`src/rtl/uart_tx_ctrl.sv`:
```
`timescale 1ns/1ps
// uart_tx_ctrl
//   Transmit-side console UART controller. Bytes written by the peripheral
//   bus are queued in a small circular FIFO and serialised onto txd as 8N1
//   frames (start, 8 data bits LSB first, stop) at CLKS_PER_BIT cycles/bit.
//
// Ports
//   clk         system clock, rising edge
//   rst_n       asynchronous active-low reset
//   wr_valid    byte write request
//   wr_data     byte to transmit
//   wr_ready    FIFO has room (count < FIFO_DEPTH)
//   txd         registered serial output, idle high
//   busy        FSM not idle or FIFO non-empty
//   fifo_count  bytes queued, excluding the byte in flight
//
// State table
//   state   | meaning
//   S_IDLE  | line idle high, waiting for a queued byte
//   S_START | driving start bit (0)
//   S_DATA  | driving data bits LSB first, idx_q selects bit
//   S_STOP  | driving stop bit (1); may chain straight into S_START
module uart_tx_ctrl #(
    parameter int CLKS_PER_BIT = 868,
    parameter int FIFO_DEPTH   = 8
) (
    input  logic                          clk,
    input  logic                          rst_n,
    input  logic                          wr_valid,
    input  logic [7:0]                    wr_data,
    output logic                          wr_ready,
    output logic                          txd,
    output logic                          busy,
    output logic [$clog2(FIFO_DEPTH):0]   fifo_count
);

    localparam int AW = $clog2(FIFO_DEPTH);
    localparam int CW = AW + 1;
    localparam int TW = (CLKS_PER_BIT > 1) ? $clog2(CLKS_PER_BIT) : 1;

    typedef enum logic [1:0] {
        S_IDLE,
        S_START,
        S_DATA,
        S_STOP
    } state_t;

    state_t          state_q;
    logic [TW-1:0]   timer_q;
    logic [2:0]      idx_q;
    logic [7:0]      shift_q;
    logic            txd_q;

    logic [7:0]      mem_q [FIFO_DEPTH];
    logic [AW-1:0]   wptr_q, wptr_d;
    logic [AW-1:0]   rptr_q, rptr_d;
    logic [CW-1:0]   count_q, count_d;

    logic            timer_done;
    logic            push;
    logic            pop;

    assign timer_done = (timer_q == TW'(CLKS_PER_BIT - 1));

    // Full is judged on the registered count, so a push is refused while
    // full even if a pop happens on the same edge.
    assign wr_ready = (count_q < CW'(FIFO_DEPTH));
    assign push     = wr_valid && wr_ready;

    // Pop from IDLE immediately, or at the end of a stop bit so the next
    // frame starts with no idle cycle in between.
    assign pop = (count_q != '0) &&
                 ((state_q == S_IDLE) || ((state_q == S_STOP) && timer_done));

    always_comb begin
        wptr_d  = wptr_q;
        rptr_d  = rptr_q;
        count_d = count_q;
        if (push) begin
            wptr_d = wptr_q + AW'(1);
        end
        if (pop) begin
            rptr_d = rptr_q + AW'(1);
        end
        case ({push, pop})
            2'b10:   count_d = count_q + CW'(1);
            2'b01:   count_d = count_q - CW'(1);
            default: count_d = count_q;
        endcase
    end

    always_ff @(posedge clk or negedge rst_n) begin
        if (!rst_n) begin
            wptr_q  <= '0;
            rptr_q  <= '0;
            count_q <= '0;
        end else begin
            wptr_q  <= wptr_d;
            rptr_q  <= rptr_d;
            count_q <= count_d;
        end
    end

    // Storage needs no reset: count_q gates every read.
    always_ff @(posedge clk) begin
        if (push) begin
            mem_q[wptr_q] <= wr_data;
        end
    end

    always_ff @(posedge clk or negedge rst_n) begin
        if (!rst_n) begin
            state_q <= S_IDLE;
            timer_q <= '0;
            idx_q   <= '0;
            shift_q <= '0;
            txd_q   <= 1'b1;
        end else begin
            case (state_q)
                S_IDLE: begin
                    timer_q <= '0;
                    txd_q   <= 1'b1;
                    if (pop) begin
                        shift_q <= mem_q[rptr_q];
                        state_q <= S_START;
                        txd_q   <= 1'b0;
                    end
                end
                S_START: begin
                    if (timer_done) begin
                        timer_q <= '0;
                        idx_q   <= '0;
                        state_q <= S_DATA;
                        txd_q   <= shift_q[0];
                    end else begin
                        timer_q <= timer_q + TW'(1);
                    end
                end
                S_DATA: begin
                    if (timer_done) begin
                        timer_q <= '0;
                        if (idx_q == 3'd7) begin
                            state_q <= S_STOP;
                            txd_q   <= 1'b1;
                        end else begin
                            idx_q   <= idx_q + 3'd1;
                            shift_q <= shift_q >> 1;
                            // Next bit is shift_q[1] before the shift lands.
                            txd_q   <= shift_q[1];
                        end
                    end else begin
                        timer_q <= timer_q + TW'(1);
                    end
                end
                S_STOP: begin
                    if (timer_done) begin
                        timer_q <= '0;
                        if (pop) begin
                            shift_q <= mem_q[rptr_q];
                            state_q <= S_START;
                            txd_q   <= 1'b0;
                        end else begin
                            state_q <= S_IDLE;
                            txd_q   <= 1'b1;
                        end
                    end else begin
                        timer_q <= timer_q + TW'(1);
                    end
                end
                default: begin
                    state_q <= S_IDLE;
                    txd_q   <= 1'b1;
                end
            endcase
        end
    end

    assign txd        = txd_q;
    assign busy       = (state_q != S_IDLE) || (count_q != '0);
    assign fifo_count = count_q;

endmodule

```
`config.mk`:
```
export PLATFORM = sky130hd
export DESIGN_NAME = uart_tx_ctrl
export DESIGN_NICKNAME = d
export VERILOG_FILES = /design/src/rtl/uart_tx_ctrl.sv
export SDC_FILE = /design/constraint.sdc
export NUM_CORES = 1
export LEC_CHECK = 0
export BUFFER_PORTS_ARGS = -buffer_cell sky130_fd_sc_hd__buf_2
export CAP_MARGIN = 20
export CORE_ASPECT_RATIO = 1.5
export CORE_UTILIZATION = 40
export CTS_BUF_LIST = sky130_fd_sc_hd__clkbuf_16
export DETAILED_ROUTE_END_ITERATION = 7
export PLACE_DENSITY = 0.57
export SYNTH_ARGS = -nofsm -noshare
export SYNTH_HDL_FRONTEND = slang
export SYNTH_SLANG_ARGS = --single-unit
```
`constraint.sdc`:
```
create_clock -name clk -period 3.25 [get_ports clk]
set_input_delay 0.65 -clock clk [delete_from_list [all_inputs] [get_ports clk]]
set_output_delay 0.65 -clock clk [all_outputs]
set_load 0.03 [all_outputs]
```
After elaboration in Yosys (flattened, before gate mapping)
Memories as Yosys holds them, arrays and structs flattened.
Cells that the tools add are included.
Word-level totals
  register bits: 34
  memory bits (writable): 64
  bits of input ports: 11
  output and inout port bits: 7
  logic and storage cells: 72
  memories kept: 1
Operators by class
  add/subtract/negate cells: 6
  magnitude comparators: 1
  equality and inequality tests: 13
  multiplexer cells: 27
  reductions and logical operators: 16
Memories
  mem_q: words 8, bits a word 8, rd ports 1, clocked after memory_dff 0, wr ports 1, line 54  | logic [7:0] mem_q [FIFO_DEPTH];
Operator list (number)
  $mux 8: 4
  $pmux 8 s3: 1
  $pmux 10 s2: 1
  $ne 2x2->1 const B: 6
  $add 10x1->10 const B: 1
  $eq 10x10->1 const B: 1
  $mux 10: 1
  $mux 2: 5
  $add 3x1->3 const B: 3
  $mux 3: 3
  $mux 1: 8
  $pmux 2 s4: 1
  $pmux 4 s2: 1
  $reduce_and 4->1: 2
  $eq 2x2->1 const B: 3
  $pmux 3 s2: 1
  $reduce_bool 2->1: 3
  $reduce_and 5->1: 1
  $add 4x1->4 const B: 1
  $eq 2x1->1 const B: 2
  $lt 4x4->1 const B: 1
  $pmux 1 s4: 1
  $reduce_bool 4->1: 1
  $sub 4x1->4 const B: 1
  7 further kinds: 10

Logic depth before layout (Yosys ltp)
  depth in word-level cells: 7
  depth in mapped cells: 13
  mapped depth without buffers: 11

Least setup slack after synthesis
Ideal clock, no wire load.
  kind: register -> register
  start point: register timer_q[4]
  end point: register count_q[2], in the netlist fifo_count[2]
  data arrival time: 2.627 ns
  required time: 3.118 ns
  slack: 0.490 ns
  stages on the path, launching flop included: 13
  path buffers: 2
  cell sequence: dfrtp_1 -> or3_4 -> or3_1 -> buf_6 -> o21ai_2 -> ha_1 -> clkbuf_1 -> xor2_1 -> ha_1 -> a21oi_1 -> xor2_1 -> nor2_1 -> xor2_1
Between the ends
  longest elaborated chain between the ends: 6
  elaborated cells on any way between the ends: 8
  those cells by class: eq/ne: 3; mux: 1; reduce/logical: 4
Ends and longest elaborated chain
  start: declaration: line 49  | logic [TW-1:0] timer_q;
  start signal: assignment: line 136  | timer_q <= timer_q + TW'(1);
  start signal: assignment: line 152  | timer_q <= timer_q + TW'(1);
  start signal: assignment: line 167  | timer_q <= timer_q + TW'(1);
  $eq 10x10->1 (*): line 63  | assign timer_done = (timer_q == TW'(CLKS_PER_BIT - 1));
  $logic_and 1x1->1 (*): line 73  | ((state_q == S_IDLE) || ((state_q == S_STOP) && timer_done));
  $logic_or 1x1->1 (*): line 73
  $logic_and 1x1->1 (*): line 72  | assign pop = (count_q != '0) &&
  net pop: line 61  | logic pop;
  $eq 2x1->1 / $eq 2x2->1 (equally long branches): line 85  | case ({push, pop})
  $pmux 4 s2 / $reduce_bool 2->1 (equally long branches)
  end signal: assignment: line 100  | count_q <= count_d;
  end: declaration: line 57  | logic [CW-1:0] count_q, count_d;
The timed path passes the listed nets; every way through them passes the cells marked *.
A chain may end at the register's enable or synchronous reset.

Worst setup path after layout
  start point: register timer_q[0]
  end point: register count_q[2], in the netlist fifo_count[2]
The elaborated chain is that of the path after synthesis.

==> run_results.csv <==
group,metric,value,unit
run_status,outcome,"completed",
worst_setup_path,worst_setup_path_end_kind,"register",
power,p_total,3.14,mW
worst_setup_path,worst-endpoint-required,3.48,ns
finish,final_layout_size_suffix_gt1_share,23.1,%
clock_network,cts_resized,0,
detailed_routing,drc_errors,0,
timing,clock-skew-final,0.00982,ns
grt,grt_pass1_wl,12.7,mm
timing,achievable-frequency,0.366,GHz
finish,mostFrequentLayoutCell,"edfxtp_1",
grt,grt.overflow.total,0,
min_path,worst_hold_class,"in -> async",
finish,mostFrequentLayoutCells,"edfxtp_1, dfrtp_1, nor2_1",
detailed_routing,wl,7.68,mm
timing,finalSetupViolations,0,
power,power_per_cell_area,643,mW/mm2
finish,register_area,0.00277,mm2
floorplan,fp.dieW,86.4,um
place,dpl.hpwl,5.14,mm
detailed_routing,drt-initial-drc-count,110,
clock_network,cts.hold.buffers_added,0,
clock_network,tritoncts.num_buffers,9,
timing,totalNegativeSetupSlack,0,ns
finish,layout-area-overhead-vs-synth,14.3,%
timing,worst_pin_slew,0.786,ns
place,preCtsSetupSlack,0.542,ns
finish,antenna-diode-count,0,
power,vdd_drop_max,0.352,mV
floorplan,die_h,129,um
synth,mean_area_per_synthesized_cell,15.1,um2
clock_network,clkTransAtPathRegs,0.07,ns
finish,fillerInstances,901,
grt,antenna_found_initial,0,
timing,max_transition_margin,47.6,%
worst_setup_path,worstPathArrival,2.96,ns
detailed_routing,first_pass_iters,4,
synth,mappedNetlistArea,0.00428,mm2
worst_setup_path,criticalPathCategory,"reg -> reg",
grt,grt_max_degree,35,
clock_network,tritoncts,"yes",
synth,yosysSeqAreaShare,64.8,%
synth,netlist-cell-type-count,41,
clock_network,clock_tree.buffer_depth,2,
timing,grt_setup_unrepaired,"no",
detailed_routing,drt-wirelength-per-cell,16.8,um
timing,timing.final.crit_share,84.0,%
power,power_leakage,1.83,nW
synth,synth-seq-cells,98,
synth,synth_warn,0,
grt,grt_pass1_vias,2437,
floorplan,num_rows,45,
floorplan,area_enclosed_by_the_die_boundary,0.0111,mm2
floorplan,design.core.area,0.0102,mm2
floorplan,initial_core_util,41.7,%
worst_setup_path,cp-start-kind,"register",
clock_network,htreeDepth,3,
worst_setup_path,critical_path_peak_fanout,7,
detailed_routing,route.antenna.remaining_nets,0,
clock_network,clock-sinks,98,
clock_network,cts-root-buf,"clkbuf_16",
synth,synth_enable_flop_cells,64,
place,place.port_buffers,17,
floorplan,io_pins,18,
clock_network,insertion_delay,0.35,ns
job,cap_viol_max_count,0,
clock_network,post_cts_setup_driven_buffer_insertion_count,0,
detailed_routing,via_count,2334,
synth,synthesis.instances,284,
synth,synthArstFlopShare,34.7,%
detailed_routing,avgViaCountPerCell,5.11,
synth,synth_fp_nets,308,
timing,final_hold_violation_count,0,
timing,post-route-min-period,2.73,ns
grt,globalRouteTotalUtil,15.9,%
finish,num-nets-final,335,
timing,number_of_slew_limit_violations_in_the_final_report,0,
synth,dominantRegCellSynth,"edfxtp_1",
place,gpl.final_weighted_congestion,0.726,
finish,multi_input_comb_area,0.00141,mm2
timing,worst_slack,0.521,ns
==> layer usage <==
metal / GRT usage [%] / wire length, um / up-vias / share of wire, %
li1: - / - / 1120 / -
met2: 27.9 / 4140 / 29 / 54
met3: 2.89 / 146 / 16 / 1.9
met4: 8.53 / 199 / 0 / 2.6
met1: 18.1 / 3200 / 1169 / 42
met5: 0 / 0 / - / 0
==> worst paths after layout <==
| kind | endpoint | startpoint | slack, ns | cells past startpoint |
|---|---|---|---|---|
| worst max-delay path | fifo_count[2]$_DFFE_PN0P_ | timer_q[0]$_DFF_PN0_ | 0.52 | 11 |
| worst min-delay path | timer_q[8]$_DFF_PN0_ | rst_n | 0.38 | 1 |
| worst max register to register | fifo_count[2]$_DFFE_PN0P_ | timer_q[0]$_DFF_PN0_ | 0.52 | 11 |
| worst min register to register | timer_q[0]$_DFF_PN0_ | timer_q[0]$_DFF_PN0_ | 0.49 | 1 |
| max in group asynchronous | shift_q[0]$_DFFE_PN0P_ | rst_n | 2.36 | 1 |
| min in group clk | timer_q[0]$_DFF_PN0_ | timer_q[0]$_DFF_PN0_ | 0.49 | 1 |
==> registers in the layout (all words and copies together) (netlist names) <==
name / count
fifo_count: 4
idx_q: 3
mem_q: 64
rptr_q: 3
shift_q: 8
state_q: 2
timer_q: 10
txd: 1
wptr_q: 3
==> stage by stage <==
step / cells / utilization, % / hold slack [ns] / cell area, um2
3_3_place_gp: 441 / 44.5 / 0.469 / 4560
3_5_place_dp: 441 / 44.5 / 0.482 / 4560
2_1_floorplan: 284 / - / 0.354 / 4280
5_1_grt: 457 / 47.7 / 0.454 / 4890
4_1_cts: 457 / 47.7 / 0.413 / 4890
6_report: 457 / 47.7 / 0.382 / 4890
==> synthesized netlist by cell type, drive strengths merged (5+ instances only) <==
master | n | area (um2)
a21oi | 5 | 25.0
inv | 8 | 30.0
mux2 | 8 | 97.6
edfxtp | 64 | 1920
o21ai | 7 | 38.8
xor2 | 7 | 61.3
nor3 | 9 | 45.0
clkbuf | 8 | 30.0
mux2i | 7 | 70.1
dfrtp | 33 | 826
a221o | 5 | 50.1
ha | 13 | 163
xnor2 | 10 | 87.6
buf | 5 | 36.3
mux4 | 16 | 360
nor2 | 30 | 113
nand2 | 15 | 56.3
==> cells by family (layout without fill, tap and decap cells) <==
family                     after synthesis  after routing  synth area share, %
DFF                                     98             98                 64.8
buffers and inverters                   21             53                 2.25
xor gates and xnor gates                17             17                 3.48
AOI/OAI and AO/OA                       32             32                 5.56
and+or+nand+nor                         72             72                 7.72
muxes                                   31             31                 12.3
adders and majority gates               13             13                 3.80
==> where the power goes <==
| part | switching (mW) | internal (mW) |
|---|---|---|
| Combinational | 0.241 | 0.167 |
| Sequential | 0.111 | 1.48 |
| Clock | 0.468 | 0.681 |
==> worst max-delay path, stage by stage (launching register included) <==
cell and delay [ns]:
dfrtp_1 0.39, ha_1 0.24, nand4b_1 0.15, or3_1 0.51, o21ai_2 0.20, ha_1 0.31
xor2_1 0.11, ha_1 0.18, a21oi_1 0.15, xor2_1 0.17, nor2_1 0.07, xor2_1 0.13
==> area by class of cell <==
cell class / count / area share (%)
repair buffers: 29 / 3.58
inverters: 8 / 0.614
multi-input cells: 165 / 28.8
clock buffers: 9 / 4.61
flip-flops and latches: 98 / 56.7
clock inverters: 7 / 2.05
well taps: 141 / 3.61
No activity file was read; power rests on OpenSTA's default activity.
